$ cat config.mk
export PLATFORM = sky130hd
export DESIGN_NAME = sad_engine
export DESIGN_NICKNAME = d
export VERILOG_FILES = /design/src/rtl/sad_engine.sv
export SDC_FILE = /design/constraint.sdc
export NUM_CORES = 2
export LEC_CHECK = 0
export ABC_AREA = 0
export CAP_MARGIN = 15
export CORE_AREA = 2 2 442 444
export DETAILED_ROUTE_END_ITERATION = 16
export DIE_AREA = 0 0 444 446
export PLACE_DENSITY_LB_ADDON = 0.05
export SKIP_CTS_REPAIR_TIMING = 1
export SLEW_MARGIN = 20
export SYNTH_ARGS = -nofsm -noshare
export SYNTH_HDL_FRONTEND = slang
export SYNTH_SLANG_ARGS = --single-unit
export TNS_END_PERCENT = 100
$ cat constraint.sdc
create_clock -name Clk -period 54.9 [get_ports Clk]
set_input_delay 13.725 -clock Clk [delete_from_list [all_inputs] [get_ports Clk]]
set_output_delay 13.725 -clock Clk [all_outputs]
set_load 0.02 [all_outputs]
$ cat src/rtl/sad_engine.sv
// sad_engine
// Sum-of-absolute-differences engine fed by the SAD register bank. On an
// accepted Start it snapshots the 16 window words, the 16 frame words and the
// Position tag, then sums |window - frame| over 16/LANES cycles. Each job
// reports its SAD on a one-cycle Done pulse. The block also keeps the smallest
// SAD seen so far, together with its Position tag, for the motion-search
// controller.
//
// Ports
//   Clk                 clock, all state changes on posedge
//   Reset               synchronous, active-high reset
//   Start               job request, accepted only while Busy=0
//   Position[15:0]      search-position tag, captured with the operands
//   ClearBest           synchronous clear of best-match tracking
//   Window0..15[31:0]   unsigned window words from the register bank
//   Frame0..15[31:0]    unsigned frame words from the register bank
//   Busy                job in progress
//   Done                one-cycle pulse, SadValue valid for the finished job
//   SadValue[35:0]      SAD of the most recent finished job
//   BestSad[35:0]       minimum SAD since Reset/ClearBest
//   BestPos[15:0]       Position tag of BestSad
//   BestValid           BestSad/BestPos hold at least one result
//
// LANES must divide 16 (1, 2, 4, 8 or 16).

module sad_engine #(
  parameter int LANES = 4
) (
  input  logic        Clk,
  input  logic        Reset,
  input  logic        Start,
  input  logic [15:0] Position,
  input  logic        ClearBest,
  input  logic [31:0] Window0,  input logic [31:0] Window1,
  input  logic [31:0] Window2,  input logic [31:0] Window3,
  input  logic [31:0] Window4,  input logic [31:0] Window5,
  input  logic [31:0] Window6,  input logic [31:0] Window7,
  input  logic [31:0] Window8,  input logic [31:0] Window9,
  input  logic [31:0] Window10, input logic [31:0] Window11,
  input  logic [31:0] Window12, input logic [31:0] Window13,
  input  logic [31:0] Window14, input logic [31:0] Window15,
  input  logic [31:0] Frame0,   input logic [31:0] Frame1,
  input  logic [31:0] Frame2,   input logic [31:0] Frame3,
  input  logic [31:0] Frame4,   input logic [31:0] Frame5,
  input  logic [31:0] Frame6,   input logic [31:0] Frame7,
  input  logic [31:0] Frame8,   input logic [31:0] Frame9,
  input  logic [31:0] Frame10,  input logic [31:0] Frame11,
  input  logic [31:0] Frame12,  input logic [31:0] Frame13,
  input  logic [31:0] Frame14,  input logic [31:0] Frame15,
  output logic        Busy,
  output logic        Done,
  output logic [35:0] SadValue,
  output logic [35:0] BestSad,
  output logic [15:0] BestPos,
  output logic        BestValid
);

  typedef enum logic [1:0] {
    ST_IDLE  = 2'd0,
    ST_ACCUM = 2'd1,
    ST_DONE  = 2'd2
  } state_t;

  // Element index step per cycle and the index of the last lane group.
  // With LANES=16 the step wraps to 0, which is harmless because the
  // single accumulate cycle is also the last one.
  localparam logic [3:0] STEP     = 4'(LANES);
  localparam logic [3:0] LAST_IDX = 4'(16 - LANES);
  localparam logic [35:0] SAD_MAX = 36'hF_FFFF_FFFF;

  // |a - b| of two unsigned words. Comparing first is equivalent to taking
  // the magnitude of the 33-bit signed difference and always fits 32 bits.
  function automatic logic [31:0] abs_diff(input logic [31:0] a, input logic [31:0] b);
    if (a >= b) begin
      return a - b;
    end else begin
      return b - a;
    end
  endfunction

  logic [31:0] window_s [16];
  logic [31:0] frame_s  [16];
  logic [31:0] win_r    [16];
  logic [31:0] frm_r    [16];
  logic [15:0] pos_r;
  logic [35:0] acc_r;
  logic [3:0]  idx_r;
  logic [35:0] lane_sum_s;
  logic [35:0] acc_next_s;
  state_t      state_r, state_n;
  logic        accept_s;
  logic        finish_s;

  assign window_s[0]  = Window0;  assign window_s[1]  = Window1;
  assign window_s[2]  = Window2;  assign window_s[3]  = Window3;
  assign window_s[4]  = Window4;  assign window_s[5]  = Window5;
  assign window_s[6]  = Window6;  assign window_s[7]  = Window7;
  assign window_s[8]  = Window8;  assign window_s[9]  = Window9;
  assign window_s[10] = Window10; assign window_s[11] = Window11;
  assign window_s[12] = Window12; assign window_s[13] = Window13;
  assign window_s[14] = Window14; assign window_s[15] = Window15;
  assign frame_s[0]   = Frame0;   assign frame_s[1]   = Frame1;
  assign frame_s[2]   = Frame2;   assign frame_s[3]   = Frame3;
  assign frame_s[4]   = Frame4;   assign frame_s[5]   = Frame5;
  assign frame_s[6]   = Frame6;   assign frame_s[7]   = Frame7;
  assign frame_s[8]   = Frame8;   assign frame_s[9]   = Frame9;
  assign frame_s[10]  = Frame10;  assign frame_s[11]  = Frame11;
  assign frame_s[12]  = Frame12;  assign frame_s[13]  = Frame13;
  assign frame_s[14]  = Frame14;  assign frame_s[15]  = Frame15;

  // Next-state logic; Start is honoured in DONE so jobs can run back-to-back.
  always_comb begin
    state_n  = state_r;
    accept_s = 1'b0;
    finish_s = 1'b0;
    case (state_r)
      ST_IDLE: begin
        if (Start) begin
          state_n  = ST_ACCUM;
          accept_s = 1'b1;
        end else begin
          state_n = ST_IDLE;
        end
      end
      ST_ACCUM: begin
        if (idx_r == LAST_IDX) begin
          state_n  = ST_DONE;
          finish_s = 1'b1;
        end else begin
          state_n = ST_ACCUM;
        end
      end
      ST_DONE: begin
        if (Start) begin
          state_n  = ST_ACCUM;
          accept_s = 1'b1;
        end else begin
          state_n = ST_IDLE;
        end
      end
      default: begin
        state_n = ST_IDLE;
      end
    endcase
  end

  // Sum of the LANES element differences handled this cycle.
  always_comb begin
    lane_sum_s = 36'd0;
    for (int l = 0; l < LANES; l++) begin
      lane_sum_s = lane_sum_s + {4'd0, abs_diff(win_r[idx_r + 4'(l)], frm_r[idx_r + 4'(l)])};
    end
    acc_next_s = acc_r + lane_sum_s;
  end

  // State register with registered Busy/Done decoded from the next state.
  always_ff @(posedge Clk) begin
    if (Reset) begin
      state_r <= ST_IDLE;
      Busy    <= 1'b0;
      Done    <= 1'b0;
    end else begin
      state_r <= state_n;
      Busy    <= (state_n == ST_ACCUM);
      Done    <= (state_n == ST_DONE);
    end
  end

  // Operand snapshot, accumulator and result register.
  always_ff @(posedge Clk) begin
    if (Reset) begin
      for (int i = 0; i < 16; i++) begin
        win_r[i] <= 32'd0;
        frm_r[i] <= 32'd0;
      end
      pos_r    <= 16'd0;
      acc_r    <= 36'd0;
      idx_r    <= 4'd0;
      SadValue <= 36'd0;
    end else begin
      if (accept_s) begin
        for (int i = 0; i < 16; i++) begin
          win_r[i] <= window_s[i];
          frm_r[i] <= frame_s[i];
        end
        pos_r <= Position;
        acc_r <= 36'd0;
        idx_r <= 4'd0;
      end else if (state_r == ST_ACCUM) begin
        acc_r <= acc_next_s;
        idx_r <= idx_r + STEP;
      end else begin
        acc_r <= acc_r;
        idx_r <= idx_r;
      end
      if (finish_s) begin
        SadValue <= acc_next_s;
      end else begin
        SadValue <= SadValue;
      end
    end
  end

  // Best-match tracking. A ClearBest on a result edge clears first, so the
  // new result is then recorded unconditionally. Ties keep the older entry.
  always_ff @(posedge Clk) begin
    if (Reset) begin
      BestSad   <= SAD_MAX;
      BestPos   <= 16'd0;
      BestValid <= 1'b0;
    end else if (finish_s && (ClearBest || !BestValid || (acc_next_s < BestSad))) begin
      BestSad   <= acc_next_s;
      BestPos   <= pos_r;
      BestValid <= 1'b1;
    end else if (ClearBest) begin
      BestSad   <= SAD_MAX;
      BestPos   <= 16'd0;
      BestValid <= 1'b0;
    end else begin
      BestSad   <= BestSad;
      BestPos   <= BestPos;
      BestValid <= BestValid;
    end
  end

endmodule

==> run summary <==
The effective utilization at floorplan came out at 0.353. The count of pins over their slew limit is 0. The number of violations of the max-capacitance limit came out at 0. The post-layout net count came out at between 8,000 and 9,000. The worst slack at placement is 36.68 ns.

Setup violations remaining at the end of the flow were counted as 0. The end point of the worst hold path is BestPos[3]. TritonCTS built the clock tree. The distinct cell type count of the synthesized netlist is 93. The transition time at the pin with the least slew margin is 1.38 ns. Counting instances, the worst hold path has a depth of 2. The all-layer global routing usage is 0.246. Across all register-to-register paths, the minimum setup slack is 40.92 ns. The post-route minimum period came out at approximately 17 ns. The slowest stage of the critical path belongs to the cell sky130_fd_sc_hd__buf_4. The critical path contains buffers and inverters numbering 5 combined. The min-delay analysis places its worst path in the category reg2reg. The worst setup path is launched from an input pin. The total area of multi-input combinational cells came out at between 0.03 and 0.04 sq mm.

After filler insertion, the fill cell instance count of the layout stands at approximately 18,000. Buffers inserted during clock tree synthesis total 140. The average instance in the mapped netlist occupies 11.7 sq um. The die boundary width is 444 um. The worst-case clock skew is 0.0407 ns. Data on the critical path is required at its endpoint by between 50 and 60 ns. The share of synthesized area in the top cell type comes to 0.451. The starting DRC count in detailed routing is 3,378. The sum of net half-perimeters after detailed placement came out at a little under 200 mm. The final-report hold violation count is 0.

The flow ran to the end, and the final reports show no timing, DRC or antenna violations. In the synthesized netlist the dominant register cell turns out to be sky130_fd_sc_hd__edfxtp_1. Counting flops and latches in the post-synthesis netlist gives 1,173. The worst-path maximum fanout came out at 103. The wire length per cell after detailed routing came out at 26.0 um. The maximum operating frequency is 57.5 MHz. The signal on the critical path passes through clkdlybuf4s50_1 -> nand2b_1 -> and2_1 -> inv_8 -> buf_4 -> buf_4 -> buf_4. The post-detailed-route count of antenna-violating nets is 0. The core region is 0.194 sq mm. The number of antenna violations at the first check in global routing is 71. In this run the critical register-to-register path is captured at BestPos[12]. The count of placed standard cells including taps came out at 9,263. In the synthesized netlist, the cells that appear most often are sky130_fd_sc_hd__edfxtp_1 (1,024), sky130_fd_sc_hd__and2_1 (665), sky130_fd_sc_hd__inv_1 (489), sky130_fd_sc_hd__nor2b_1 (437), sky130_fd_sc_hd__a21oi_1 (376). The most numerous cell type found on the critical path is sky130_fd_sc_hd__buf_4.

The number of vias per cell after detailed routing came out at 5.12. The proportion of synthesized flip-flops having asynchronous set or reset is 0. By area the synthesized netlist is led by sky130_fd_sc_hd__edfxtp_1 (45%), sky130_fd_sc_hd__mux4_2 (8.4%), sky130_fd_sc_hd__and2_1 (6.1%). In this run the deepest clock path goes through 3 buffers.

The kind of cell adding the most delay to the critical path is buffers and inverters. STA puts the critical path data arrival time at 17.81 ns. The total area of sequential cells is 0.0337 sq mm. Setup slack closes at 37.51 ns. The die outline height came out at about 450 um.

The total negative setup slack is 0 ns. The worst register-to-register path begins at idx_r[2]. Setup repair after global routing left no endpoint under its margin. The headroom to the max-slew limit is 0.0722. The number of levels the H-tree was split into is 4. The startpoint-to-endpoint class of the critical path is in2reg. The startpoint identified for the worst hold timing path is pos_r[3]. The part of the Yosys area used for sequential elements came out at 0.494. Clock-pin slew was measured on the worst setup and hold paths at around 0.05 ns. The number of global-route vias before repair was 49,600.

Of the cells placed in the final design, the portion with a size suffix greater than 1 is 0.0856. The maximum single-stage delay on the critical path is 0.85 ns. The tree is rooted in a sky130_fd_sc_hd__clkbuf_16. The count of buffers inserted at the top-level ports came out at 1,134. The clock latency on the worst-skew pair is 0.82 ns.

The instance count of the mapped netlist is 5,853. The die area is 0.198 sq mm. STA classifies the critical path endpoint as a register. The total detailed-routing wirelength came out at 248 mm.

The placement row count came out at about 160. The first-pass iteration count of the detailed router is 8. The detailed-route DRC error count came out at 0.

During I/O placement, the number of pins put on the boundary was 1,135. Summed over all layers, the global routing overflow is 0. The number of synthesized flops with an enable pin came out at 1,024.

The routability congestion estimate from global placement came out at about 0.89. The pin count of the biggest net entering global routing is 182. In the finished design, the share of the clock period the worst path needs comes to 0.317. The cell area after synthesis is 0.0682 sq mm.

The number of nets in the synthesized netlist is 7,327. The total via count in the routed design came out at ~49,000. The first global-routing pass estimated 354 mm of wire. Relative to the synthesized area, the layout overhead comes to 26.7%.

The clock drives 1,173 sinks. The number of cell instances on the worst register-to-register path is 40. Yosys instantiated no cell more often than sky130_fd_sc_hd__edfxtp_1.

For this run, the number of Yosys warnings is 0. The finished layout holds 9,537 standard cells, fillers aside. Of all cell types, the one taking the most synthesized area is sky130_fd_sc_hd__edfxtp_1.
-- layout make-up --
cell class | instances | area share
Antenna cell | 29 | 0.000839
Inverter | 491 | 0.0214
Multi-Input combinational cell | 3855 | 0.363
Timing Repair Buffer | 1202 | 0.138
Clock buffer | 187 | 0.0445
Sequential cell | 1173 | 0.390
Clock inverter | 58 | 0.00554
Tap cell | 2542 | 0.0368
-- stage by stage --
| step | hold slack (ns) | util | instance area [sq um] |
|---|---|---|---|
| finish | 0.451 | 0.447 | 86500 |
| global route | 0.468 | 0.447 | 86500 |
| CTS | 0.453 | 0.446 | 86400 |
| detailed placement | 0.445 | 0.424 | 82100 |
| global placement | 0.439 | 0.424 | 82000 |
| floorplan | 0.432 | - | 68200 |
-- cells by family after synthesis --
| group | count (synthesis) | synth area share |
|---|---|---|
| adder cells (fa/ha/maj) | 430 | 0.0902 |
| flip-flops | 1173 | 0.494 |
| buffers and inverters | 825 | 0.0465 |
| XOR/XNOR | 140 | 0.0180 |
| AND/OR/NAND/NOR | 1874 | 0.154 |
| AO/OA/AOI/OAI | 1104 | 0.105 |
| multiplexers | 307 | 0.0921 |
-- per-layer routing --
metal  up-vias  share of wire  track usage
met2      1245           0.50        0.418
li1      23000              -            -
met3       293          0.051       0.0473
met5         -         0.0012            0
met4        42          0.021       0.0670
met1     24300           0.43        0.321
-- placed cells by master (no fill, tap or decap), types with 176 or more instances in the layout --
master                            netlist  routed
sky130_fd_sc_hd__mux4_2               256     256
sky130_fd_sc_hd__a21oi_1              376     376
sky130_fd_sc_hd__o21ai_0              184     184
sky130_fd_sc_hd__a21o_1               176     176
sky130_fd_sc_hd__nand2_1              289     289
sky130_fd_sc_hd__edfxtp_1            1024    1024
sky130_fd_sc_hd__nor2b_1              437     436
sky130_fd_sc_hd__and2_1               665     665
sky130_fd_sc_hd__inv_1                489     489
sky130_fd_sc_hd__ha_1                 327     327
sky130_fd_sc_hd__clkdlybuf4s50_1        0    1132
-- worst max path at each step --
stage,start,end,cells past startpoint
after CTS,Start,win_r[10][12],7
after detailed placement,Start,win_r[10][12],7
final,Start,win_r[10][14],7
after floorplan,Reset,frm_r[0][0],6
after global routing,Start,frm_r[2][18],7
after global placement,Start,win_r[14][23],7
-- sequential cells by signal (all words and copies together) (netlist names), named ones only --
signal and cells:
win_r 512, state_r 2, BestSad 36, idx_r 2, acc_r 36, BestPos 16, frm_r 512, BestValid 1
Done 1, Busy 1, pos_r 16, SadValue 36
-- worst min-delay path, cell delays in order, from the launching register on --
cell and delay, ns:
sky130_fd_sc_hd__dfxtp_1 0.31, sky130_fd_sc_hd__nand2_1 0.05, sky130_fd_sc_hd__a21oi_1 0.05
Power is left out: the tool's default activity adds up to more than one toggle a clock period on the data nets, which glitch-free logic cannot reach.
